[config.mk]
export PLATFORM = sky130hd
export DESIGN_NAME = seu_count_collector
export DESIGN_NICKNAME = d
export VERILOG_FILES = /design/src/rtl/seu_count_collector.sv
export SDC_FILE = /design/constraint.sdc
export NUM_CORES = 1
export LEC_CHECK = 0
export BUFFER_PORTS_ARGS = -buffer_cell sky130_fd_sc_hd__buf_2
export CELL_PAD_IN_SITES_DETAIL_PLACEMENT = 0
export CELL_PAD_IN_SITES_GLOBAL_PLACEMENT = 1
export CORE_MARGIN = 5
export CORE_UTILIZATION = 47
export CTS_CLUSTER_SIZE = 12
export DETAILED_ROUTE_END_ITERATION = 12
export GPL_ROUTABILITY_DRIVEN = 0
export PLACE_DENSITY_LB_ADDON = 0.2
export SYNTH_ARGS = -nofsm -noshare
export SYNTH_HDL_FRONTEND = slang
export SYNTH_SLANG_ARGS = --single-unit
[constraint.sdc]
create_clock -name clk -period 10 [get_ports clk]
set_input_delay 2 -clock clk [delete_from_list [all_inputs] [get_ports clk]]
set_output_delay 2 -clock clk [all_outputs]
set_load 0.01 [all_outputs]
[src/rtl/seu_count_collector.sv]
// Polls a free-running SEU counter, accumulates modulo-2^W deltas into a
// saturating total, and serves read / clear requests from slow control.
module seu_count_collector #(
  parameter int SEUCNTWIDTH = 8,
  parameter int ACCWIDTH    = 32,
  parameter int POLLPERIOD  = 1024
) (
  input  logic                   clk,
  input  logic                   rstn,
  input  logic [SEUCNTWIDTH-1:0] seuCount,
  output logic                   seuCountRst,
  input  logic                   rdReq,
  output logic                   rdValid,
  output logic [ACCWIDTH-1:0]    rdData,
  input  logic                   clrReq,
  output logic [ACCWIDTH-1:0]    total,
  output logic                   saturated
);

  localparam int TIMERWIDTH = $clog2(POLLPERIOD);
  localparam logic [TIMERWIDTH-1:0] TIMERTERM = TIMERWIDTH'(POLLPERIOD - 1);

  typedef enum logic [1:0] {IDLE, SAMPLE, ACCUM, CLEAR} stateT;

  stateT                  state, stateNext;
  logic [TIMERWIDTH-1:0]  timer, timerNext;
  logic                   pendRd, pendRdNext;
  logic                   pendClr, pendClrNext;
  logic                   readPoll, readPollNext;
  logic [SEUCNTWIDTH-1:0] sample, last;
  logic [SEUCNTWIDTH-1:0] delta;
  logic [ACCWIDTH-1:0]    deltaExt;
  logic [ACCWIDTH:0]      sum;
  logic [ACCWIDTH-1:0]    totalUpd;

  // Modulo subtraction absorbs counter wrap between polls.
  always_comb begin
    delta                       = sample - last;
    deltaExt                    = '0;
    deltaExt[SEUCNTWIDTH-1:0]   = delta;
    sum                         = {1'b0, total} + {1'b0, deltaExt};
    totalUpd                    = sum[ACCWIDTH] ? '1 : sum[ACCWIDTH-1:0];
  end

  always_comb begin
    stateNext    = state;
    timerNext    = timer;
    pendRdNext   = pendRd;
    pendClrNext  = pendClr;
    readPollNext = readPoll;
    unique case (state)
      IDLE: begin
        if (clrReq || pendClr) begin
          // A read arriving alongside a clear is serviced after it.
          stateNext   = CLEAR;
          timerNext   = '0;
          pendClrNext = 1'b0;
          pendRdNext  = pendRd | rdReq;
        end else if (rdReq || pendRd) begin
          stateNext    = SAMPLE;
          timerNext    = '0;
          pendRdNext   = 1'b0;
          readPollNext = 1'b1;
        end else if (timer == TIMERTERM) begin
          stateNext    = SAMPLE;
          timerNext    = '0;
          readPollNext = 1'b0;
        end else begin
          timerNext = timer + 1'b1;
        end
      end
      SAMPLE: begin
        stateNext   = ACCUM;
        pendRdNext  = pendRd | rdReq;
        pendClrNext = pendClr | clrReq;
      end
      ACCUM: begin
        stateNext   = IDLE;
        pendRdNext  = pendRd | rdReq;
        pendClrNext = pendClr | clrReq;
      end
      CLEAR: begin
        stateNext   = IDLE;
        pendRdNext  = pendRd | rdReq;
        pendClrNext = pendClr | clrReq;
      end
    endcase
  end

  always_ff @(posedge clk or negedge rstn) begin
    if (!rstn) begin
      state       <= IDLE;
      timer       <= '0;
      pendRd      <= 1'b0;
      pendClr     <= 1'b0;
      readPoll    <= 1'b0;
      sample      <= '0;
      last        <= '0;
      total       <= '0;
      saturated   <= 1'b0;
      rdValid     <= 1'b0;
      rdData      <= '0;
      seuCountRst <= 1'b1;
    end else begin
      state       <= stateNext;
      timer       <= timerNext;
      pendRd      <= pendRdNext;
      pendClr     <= pendClrNext;
      readPoll    <= readPollNext;
      seuCountRst <= (stateNext == CLEAR);
      rdValid     <= 1'b0;
      case (state)
        SAMPLE: sample <= seuCount;
        ACCUM: begin
          last  <= sample;
          total <= totalUpd;
          if (sum[ACCWIDTH]) saturated <= 1'b1;
          if (readPoll) begin
            rdValid <= 1'b1;
            rdData  <= totalUpd;
          end
        end
        CLEAR: begin
          total     <= '0;
          last      <= '0;
          sample    <= '0;
          saturated <= 1'b0;
        end
        default: ;
      endcase
    end
  end

endmodule
# Word-level counts from Yosys, hierarchy flattened

Cells that the tools add are included.

Bitwise logic cells: 3
Reductions and logical operators: 11
Equal/unequal tests: 8
Muxes and demuxes: 22
$add $sub $neg: 3

Operators by type and width:

| operator                                            | number |
|---|---|
| case mux 32 bit (2 select lines)                    | 1 |
| adder 32 x 8 -> 33 bit                              | 1 |
| 2-to-1 mux 32 bit                                   | 1 |
| case mux 8 bit (2 select lines)                     | 2 |
| 2-to-1 mux 10 bit                                   | 3 |
| adder 10 x 1 -> 10 bit, second input constant       | 1 |
| equality test 10 bit, second input constant         | 1 |
| 2-to-1 mux 1 bit                                    | 8 |
| subtractor 8 bit                                    | 1 |
| equality test 2 bit, second input constant          | 3 |
| 2-to-1 mux 2 bit                                    | 3 |
| case mux 1 bit (2 select lines)                     | 3 |
| case mux 2 bit (3 select lines)                     | 1 |
| nonzero test 2 bit                                  | 3 |
| inequality test 2 bit, second input constant        | 2 |
| AND reduction 2 bit                                 | 2 |
| inequality test 3 bit, second input constant        | 1 |
| AND reduction 3 bit                                 | 1 |
| OR reduction 3 bit                                  | 1 |
| equality test 2 x 1 -> 1 bit, second input constant | 1 |
| logical NOT 2 bit                                   | 1 |
| logical OR 1 bit                                    | 2 |
| OR 1 bit                                            | 2 |
| OR reduction 2 bit                                  | 1 |
| NOT 1 bit                                           | 1 |

Register bits after elaboration: 98
Logic and storage cells: 59
Output and inout port bits: 67
Input bits: 12

# Longest topological paths before layout

Gate-level depths: netlist (run 1).

Word-level depth: 6
Mapped depth: 17
Gate-level depth less buffers: 16

# Worst setup path after synthesis (run 1)

Ideal clock, no wire load.

Path kind: reg-to-reg
Start point: register sample[0]
End point: register total[17]
Path slack: 6.643 ns
Library setup time: 0.087 ns
Cell stages (with the launch flop): 18
Clock period less this slack: 3.357 ns
Required time: 9.913 ns
Arrival time: 3.270 ns
Buffers on the path: 1
Cell sequence: dfrtp_1 -> inv_1 -> ha_1 -> inv_1 -> fa_1 -> a21o_1 -> a21oi_1 -> o21bai_1 -> a21oi_1 -> xnor2_1 -> ha_1 -> a211oi_1 -> o22ai_1 -> o211ai_2 -> buf_2 -> nor2_1 -> a31o_1 -> a22oi_1

Word-level cells in the longest chain between the ends: 4

Ends and longest elaborated chain:

| item                             | RTL line | source |
|---|---|---|
| start, declared                  | 30       | `logic [SEUCNTWIDTH-1:0] sample, last;` |
| start signal, assigned           | 113      | `SAMPLE: sample <= seuCount;` |
| subtractor 8 bit                 | 38       | `delta = sample - last;` |
| adder 32 x 8 -> 33 bit           | 41       | `sum = {1'b0, total} + {1'b0, deltaExt};` |
| 2-to-1 mux 32 bit                | 42       | `totalUpd = sum[ACCWIDTH] ? '1 : sum[ACCWIDTH-1:0];` |
| case mux 32 bit (2 select lines) | 112      | `case (state)` |
| end signal, assigned             | 116      | `total <= totalUpd;` |
| end, declared                    | 16       | `output logic [ACCWIDTH-1:0] total,` |

No other way between the ends.
A chain may end at the register's enable or synchronous reset.

# Final worst setup path (run 1)

Start point: register sample[1]
End point: register rdData[29]

Word-level cells in the longest chain between the ends: 3

Ends and longest elaborated chain:

| item                   | RTL line | source |
|---|---|---|
| subtractor 8 bit       | 38       |  |
| adder 32 x 8 -> 33 bit | 41       |  |
| 2-to-1 mux 32 bit      | 42       |  |
| end signal, assigned   | 120      | `rdData <= totalUpd;` |
| end, declared          | 14       | `output logic [ACCWIDTH-1:0] rdData,` |

No other way between the ends.

==> run metrics, run 1 <==
Area growth syn-to-layout=14.5%; FMAX=229 MHz; CP Launch Type=register; Fin. Hold Viols=0; clk_lat worst skew=0.35 ns; Max transition margin=23.6%; worst vdd rail ir drop=between 200 and 250 µV; Net Count, Synth=around 600; RR Startpoint=sample[1]; first-pass GRT wire length=between 20000 and 25000 µm; Final ANT Viol Nets=0; Synth Area per Inst=9.27 µm²; I/O pins=79; WL per Instance=~17 µm; Inserted Diodes=0; Post-synth EDFFs=0; Async SR Flop Fraction=100%; hold_sp=rdData[6]; total negative slack=0 ns; critical path class=register to register; row cnt=38; worst path cell trace=ha_1, a21o_1, a21oi_1, a2bb2oi_1, nor2b_1, xnor2_1, ha_1, a21oi_1, o21ai_2, o21ai_2, nor2_2, nor2_1, a21oi_1; Vias/cell=about 5.6; CTS Buf Count=9; drt pass-1 iters=5; # port buffers=78; post-route DRC violation count=0; via count=4342; FF+latch count, synth=98; warnings from Yosys=0; Layout Skew=approximately 0.0055 ns; Critical Path Max Stage Delay=0.91 ns; vias in the first global route=roughly 4200; die area=about 13000 µm²; # clock sinks=98; Post-Route WL=between 10000 and 15000 µm; Post-DP HPWL=approximately 9500 µm; Post-Syn Instances=569; Hold Path Depth=2; Final Setup Violations=0; Synth Flop Type=dfrtp_1; library cells used by synthesis=60; Die X=116 µm; Iter 0 DRT Violations=238; crit-path most repeated cell=a21oi_1; # H-tree levels=3; RSZ-0062 raised after global routing=no; RR Endpoint=rdData[29]; Hold EP=rdData[6]; critical-path maximum fanout=15; P per Cell Area=335 nW/µm²; max_cap viols=0; Overall Global Routing Usage=20.8%; outcome=finished, final reports clean; R2R setup slack=5.63 ns; largest net degree at the start of global routing=78; fraction of layout cells with a size suffix above 1=20.7%; Seq/Total Area, Yosys=46.5%; initial antenna violation count=0; CTS clk-pin slew, worst paths=~0.07 ns; grt total ovfl=0; CTS tree=built; Post-Syn Area=5280 µm²; most frequent cells in the layout=dfrtp_1 (96), buf_2 (77), nor2_1 (60); Hold-fix buffers, CTS=0; Hold Path Class=register to register; Max Buffers Root-to-Sink=2; Worst setup EP type=register; # Post-CTS Setup Buffers=0; Final Slew Violations=0; Layout Nets=between 600 and 700; CTS Root Cell=clkbuf_16; commonest non-fill, non-tap cell in the layout=dfrtp_1; reg2reg path depth=13; Initial Utilization=48.2%; Req. time, crit path=10.19 ns; worst-path cell with the longest stage delay=nor2_1; static leakage=2.80 nW; Finished Core Util=55.3%; post-CTS sizing=0; die outline height=116 µm; crit path time final=4.37 ns; final period utilization=43.7%; Placeable Area=10900 µm²; Worst Setup SP=sample[1]; Worst Tran Pin Value=between 1 and 1.5 ns; crit path DAT=roughly 4.6 ns
[power breakdown]
part / switching (mW) / internal [mW]
logic: 0.683 / 0.418
registers: 0.0662 / 0.511
clock network: 0.156 / 0.193
[final cells by class]
| cell class | count | area [µm²] |
|---|---|---|
| fillers | 1018 | 4890 |
| multi-input cells | 417 | 2600 |
| flip-flops and latches | 98 | 2450 |
| repair buffers | 82 | 423 |
| clock buffers | 9 | 225 |
| well taps | 140 | 175 |
| inverters | 25 | 93.8 |
| clock inverters | 7 | 70.1 |
[cells in the mapped netlist, types with 3 or more instances]
cell type  number  share of area (%)
a211oi_1        3               0.43
a21o_1         13                1.9
a21oi_1        52                4.9
a31o_2         10                1.7
and3_1          8               0.95
and4_1          6                1.0
buf_2           8               0.76
clkbuf_1       17                1.2
dfrtp_1        97                 46
ha_1           16                3.8
inv_1          25                1.8
nand2_1        44                3.1
nand2b_1        5               0.59
nand3_1        15                1.4
nand4_1         4               0.47
nor2_1         60                4.3
nor2b_1        10                1.2
nor3_1         24                2.3
nor3_2          4               0.76
nor4_2          3               0.71
o21a_1          3               0.43
o21ai_0        42                4.0
o22ai_1        11                1.3
o31ai_1         6               0.85
or2_2           3               0.36
or3_1           3               0.36
xnor2_1        23                3.8
xor2_1          9                1.5
[metrics by stage]
stage | cells | power, mW | cell area (µm²) | hold WS (ns) | setup WS [ns]
floorplan | 569 | 1.38 | 5280 | 0.465 | 6.64
CTS | 778 | 2.04 | 6040 | 0.481 | 5.61
detailed placement | 762 | 1.68 | 5750 | 0.465 | 5.64
finish | 778 | 2.03 | 6040 | 0.479 | 5.63
global placement | 762 | 1.64 | 5750 | 0.457 | 5.81
global route | 778 | 2.19 | 6040 | 0.501 | 5.23
[layer usage]
layer	up-vias	global-route usage, %	share of wire [%]
met2	99	31.5	46
met4	0	7.19	1.5
met1	2100	30.3	48
met3	12	3.66	4.9
met5	-	0	0
li1	2131	-	-
[how the worst max path moves through the flow]
| stage | endpoint | slack, ns |
|---|---|---|
| finish | rdData[29] | 5.63 |
| global route | rdData[29] | 5.23 |
| CTS | rdData[29] | 5.61 |
| detailed placement | rdData[29] | 5.64 |
| global placement | rdData[29] | 5.81 |
| floorplan | total[17] | 6.64 |
[flip-flops by register name, indices dropped and copies added (netlist names)]
name,cells
total,32
rdData,32
timer,10
pendRd,1
last,8
readPoll,1
state,2
sample,8
saturated,1
pendClr,1
rdValid,1
seuCountRst,1
[worst max-delay path: cells and delay by family (launching register included)]
family / cells / cell delay, ns
compound gates: 7 / 1.73
simple gates: 3 / 1.31
fa+ha+maj: 2 / 0.61
flops: 1 / 0.42
xor+xnor: 1 / 0.14
[logic make-up after synthesis]
family	share of synthesized area, %
adder cells (fa/ha/maj)	4.55
multiplexers	0.806
AO/OA/AOI/OAI	18.8
flip-flops	46.5
buffers and inverters	4.20
AND/OR/NAND/NOR	19.9
XOR/XNOR	5.31
(Power assumes the default switching activity.)
==> run 2: changes to the inputs <==
Settings changed: CORE_UTILIZATION 47 to 40.
Clock period 10 ns to 3.7 ns, I/O delays scaled along.
==> run metrics, run 2 (synthesis gave the netlist of run 1 again) <==
outcome=finished, final reports clean; worst path cell trace=ha_1, a21o_1, a21oi_1, a2bb2oi_2, a21oi_1, xnor2_1, ha_1, buf_4, o21ai_0, o22ai_2, o211ai_4, buf_12, nor2_1, a31o_1, a22oi_2; post-route DRC violation count=0; switching part of the total=43.1%; die outline height=~120 µm; drt pass-1 iters=4; Layout Cells excl Fill=839; CP Launch Type=register; part of the power in registers=27.2%; Area growth syn-to-layout=22.6%; Comb pwr share=a little under three fifths; Post-DP HPWL=9680 µm; clk_lat worst skew=between 0.3 and 0.4 ns; internal cell power=between 3 and 4 mW; # clock sinks=98; worst-path cell with the longest stage delay=dfrtp_1; Max transition margin=between 20 and 30%; Initial Utilization=40.3%; Fin. Hold Viols=0; static leakage=3.04 nW; CTS tree=built; Req. time, crit path=3.97 ns; Post-Route WL=14000 µm; Iter 0 DRT Violations=about 300; Hold Path Class=register to register; Final ANT Viol Nets=0; Inst Count DP=819; critical path class=register to register; Final Setup Violations=0; critical-path maximum fanout=7; Layout Nets=688; crit path time final=3.50 ns; # port buffers=~80; Critical Path Max Stage Delay=0.42 ns; grt total ovfl=0; fraction of layout cells with a size suffix above 1=around a quarter; CP delay by family, top=compound AO/OA/AOI/OAI gates; first-pass GRT wire length=around 23000 µm; total negative slack=0 ns; Die X=125 µm; FMAX=286 MHz; initial antenna violation count=0; Vias/cell=5.32; most frequent cells in the layout=dfrtp_1 (96), buf_2 (77), nor2_1 (58); CTS clk-pin slew, worst paths=0.06 ns; Worst setup EP type=register; die area=15600 µm²; Worst Tran Pin Value=1.05 ns; Layout Skew=0.00477 ns; crit path DAT=~3.8 ns; power after layout=5.74 mW; I/O pins=79; via count=4463; final period utilization=94.6%; vias in the first global route=4400; switching pwr=2.47 mW; Placeable Area=about 13000 µm²; max_cap viols=0; CTS Root Cell=clkbuf_16; Hold-fix buffers, CTS=0; Final Slew Violations=0; CP bufs+invs=2; CTS Buf Count=9; Fill cells=1254; # H-tree levels=3; register area=2450 µm²; final instance area=around 6500 µm²; biggest regs=rdData (32), total (32), timer (10); footprint of the multi-input gates=2720 µm²; commonest non-fill, non-tap cell in the layout=dfrtp_1; Post-DP Area=roughly 6000 µm²; Inserted Diodes=0; Overall Global Routing Usage=18.2%; largest net degree at the start of global routing=80; row cnt=42; P per Cell Area=887 nW/µm²; Clk network pwr share=roughly 17%; WL per Instance=16.7 µm; Max Buffers Root-to-Sink=2; worst vdd rail ir drop=331 µV
-- run 2: per-layer routing --
metal	routed length [µm]	track usage, %	vias to the layer above	part of all wire [%]
li1	-	-	2202	-
met1	6570	24.7	2156	47
met2	6480	29.2	88	46
met3	679	3.77	17	4.9
met4	260	6.06	0	1.9
met5	0	0	-	0
-- run 2: worst min-delay path: stages, from the launching register on --
cell     delay [ns]
dfrtp_1        0.34
nand2_1        0.04
o21ai_0        0.06
-- run 2: worst paths after layout --
path	slack [ns]	depth (start not counted)	end	from
setup reg to reg	0.20	15	total[17]	sample[1]
hold reg to reg	0.48	2	rdData[7]	rdData[7]
min in group asynchronous	0.56	1	rdData[4]	rstn
setup / recovery	0.20	15	total[17]	sample[1]
max in group asynchronous	2.33	2	last[1]	rstn
hold / removal	0.48	2	rdData[7]	rdData[7]
-- run 2: stage by stage --
stage,util (%),setup WS (ns),hold slack [ns]
2_1_floorplan,-,0.343,0.444
3_3_place_gp,45.8,0.163,0.461
3_5_place_dp,45.8,0.0586,0.468
4_1_cts,48.1,0.0531,0.484
5_1_grt,49.4,-0.00800,0.514
6_report,49.4,0.202,0.476
-- run 2: power groups by stage --
stage          Combinational (mW)  Sequential, mW  Clock [mW]
6_report                     3.19            1.56       0.986
2_1_floorplan                2.10            1.64           0
4_1_cts                      3.07            1.56        1.02
5_1_grt                      3.57            1.60        1.06
3_5_place_dp                 3.07            1.58           0
3_3_place_gp                 3.02            1.57           0
-- run 2: repair_timing --
item,CTS,global route
resized for setup,0,25
buffers inserted,0,3
setup endpoints to repair,0,60
-- run 2: cell type report --
cell class	count	share of cell area, %
flip-flops and latches	98	38.0
well taps	176	3.40
repair buffers	107	10.3
multi-input cells	417	42.1
inverters	25	1.45
clock buffers	14	4.24
clock inverters	2	0.542
==> run 3: changes to the inputs <==
Settings changed: PLACE_DENSITY set to 0.75, PLACE_DENSITY_LB_ADDON 0.2 to unset.
==> run metrics, run 3 (synthesis gave the netlist of run 1 again) <==
final period utilization=95.5%; via count=roughly 4500; # H-tree levels=3; CTS tree=built; met1 GRT Util=23.3%; Final ANT Viol Nets=0; crit path time final=3.53 ns; commonest non-fill, non-tap cell in the layout=dfrtp_1; GR Util met2=28.8%; Post-Route WL=around 14000 µm; total negative slack=0 ns; worst vdd rail ir drop=379 µV; Die X=125 µm; FMAX=approximately 280 MHz; WL per Instance=16.6 µm; die outline height=roughly 120 µm; CTS Root Cell=clkbuf_16; Area growth syn-to-layout=20.7%; CP Launch Type=register; Hold Path Class=register to register; P per Cell Area=900 nW/µm²; I/O pins=slightly below 80; M3 GR Usage=4.59%; Setup WS post-layout=0.168 ns; Post-DP HPWL=9690 µm; Final Slew Violations=0; Overall Global Routing Usage=17.9%; # port buffers=78; grt total ovfl=0; post-route DRC violation count=0; Max transition margin=37.5%; Hold-fix buffers, CTS=0; Layout Nets=684; initial antenna violation count=0; Final Setup Violations=0; crit path DAT=roughly 3.7 ns; Req. time, crit path=3.91 ns; pre-CTS setup slack=~0.053 ns; critical path class=register to register; Worst setup EP type=register; CTS Buf Count=9; Placeable Area=13100 µm²; first-pass GRT wire length=22700 µm; biggest regs=rdData (32), total (32), timer (10); RSZ-0062 raised after global routing=yes; clk_lat worst skew=0.36 ns; outcome=finished, final reports clean; static leakage=2.98 nW; critical-path maximum fanout=4; drt pass-1 iters=5; vias in the first global route=4375; Vias/cell=5.43; largest net degree at the start of global routing=78; most frequent cells in the layout=dfrtp_1 (96), buf_2 (77), nor2_1 (60); Top Usage Layer GRT=met2; Fin. Hold Viols=0; Max Buffers Root-to-Sink=2; Initial Utilization=approximately two fifths; Inserted Diodes=0; Fill cells=1267; row cnt=42; Layout Skew=0.0107 ns; CTS clk-pin slew, worst paths=0.07 ns; fraction of layout cells with a size suffix above 1=24.3%; die area=15600 µm²; Worst Tran Pin Value=0.937 ns; max_cap viols=0; # clock sinks=98; Iter 0 DRT Violations=297
==> run 3: path summary, 6_finish.rpt <==
path | start | cells after the start | slack [ns] | to
setup / recovery | sample[0] | 17 | 0.17 | total[9]
hold reg to reg | rdData[6] | 2 | 0.47 | rdData[6]
min in group asynchronous | rstn | 1 | 0.53 | rdData[5]
setup reg to reg | sample[0] | 17 | 0.17 | total[9]
hold / removal | rdData[6] | 2 | 0.47 | rdData[6]
max in group asynchronous | rstn | 2 | 2.35 | rdData[22]
==> run 3: area by class of cell <==
type | count | area, µm² | area share [%]
timing repair buffer | 103 | 593 | 9.32
clock inverter | 5 | 83.8 | 1.32
tap | 176 | 220 | 3.46
multi-input combinational | 417 | 2670 | 41.9
clock buffer | 11 | 253 | 3.97
sequential | 98 | 2450 | 38.6
inverter | 25 | 93.8 | 1.47
==> run 3: critical path, stage by stage, from the launching register on <==
cell	delay, ns
dfrtp_1	0.36
inv_1	0.07
ha_1	0.14
inv_1	0.06
fa_1	0.40
a21o_1	0.19
a21oi_2	0.17
o21bai_1	0.08
a21oi_1	0.17
xnor2_1	0.15
ha_1	0.32
a211oi_2	0.28
o22ai_2	0.14
nor2_1	0.41
buf_4	0.21
nand2_1	0.05
a21oi_1	0.15
a21oi_1	0.05
==> run 3: metal layers <==
metal	wire length [µm]	vias up
met5	0	-
met4	265	0
met3	678	20
met2	6620	109
met1	6340	2223
li1	-	2178
==> run 3: stage by stage <==
step / hold WS, ns / utilization, % / std cells / power, mW / instance area [µm²]
final: 0.473 / 48.6 / 835 / 5.73 / 6360
after global routing: 0.513 / 48.6 / 835 / 6.21 / 6360
after CTS: 0.483 / 47.9 / 831 / 5.70 / 6270
after detailed placement: 0.467 / 45.3 / 815 / 4.62 / 5930
after global placement: 0.458 / 45.3 / 815 / 4.55 / 5930
after floorplan: 0.444 / - / 569 / 3.74 / 5280
==> run 3: where the power goes <==
group / switching [mW] / total, mW / internal, mW
clock network: 0.427 / 1.06 / 0.632
logic: 1.85 / 3.12 / 1.27
registers: 0.174 / 1.55 / 1.38
total: 2.45 / 5.73 / 3.28
==> run 3: what timing repair did <==
action	in CTS	in global routing
setup buffers	0	4
resized for setup	0	11
setup endpoints to repair	0	59
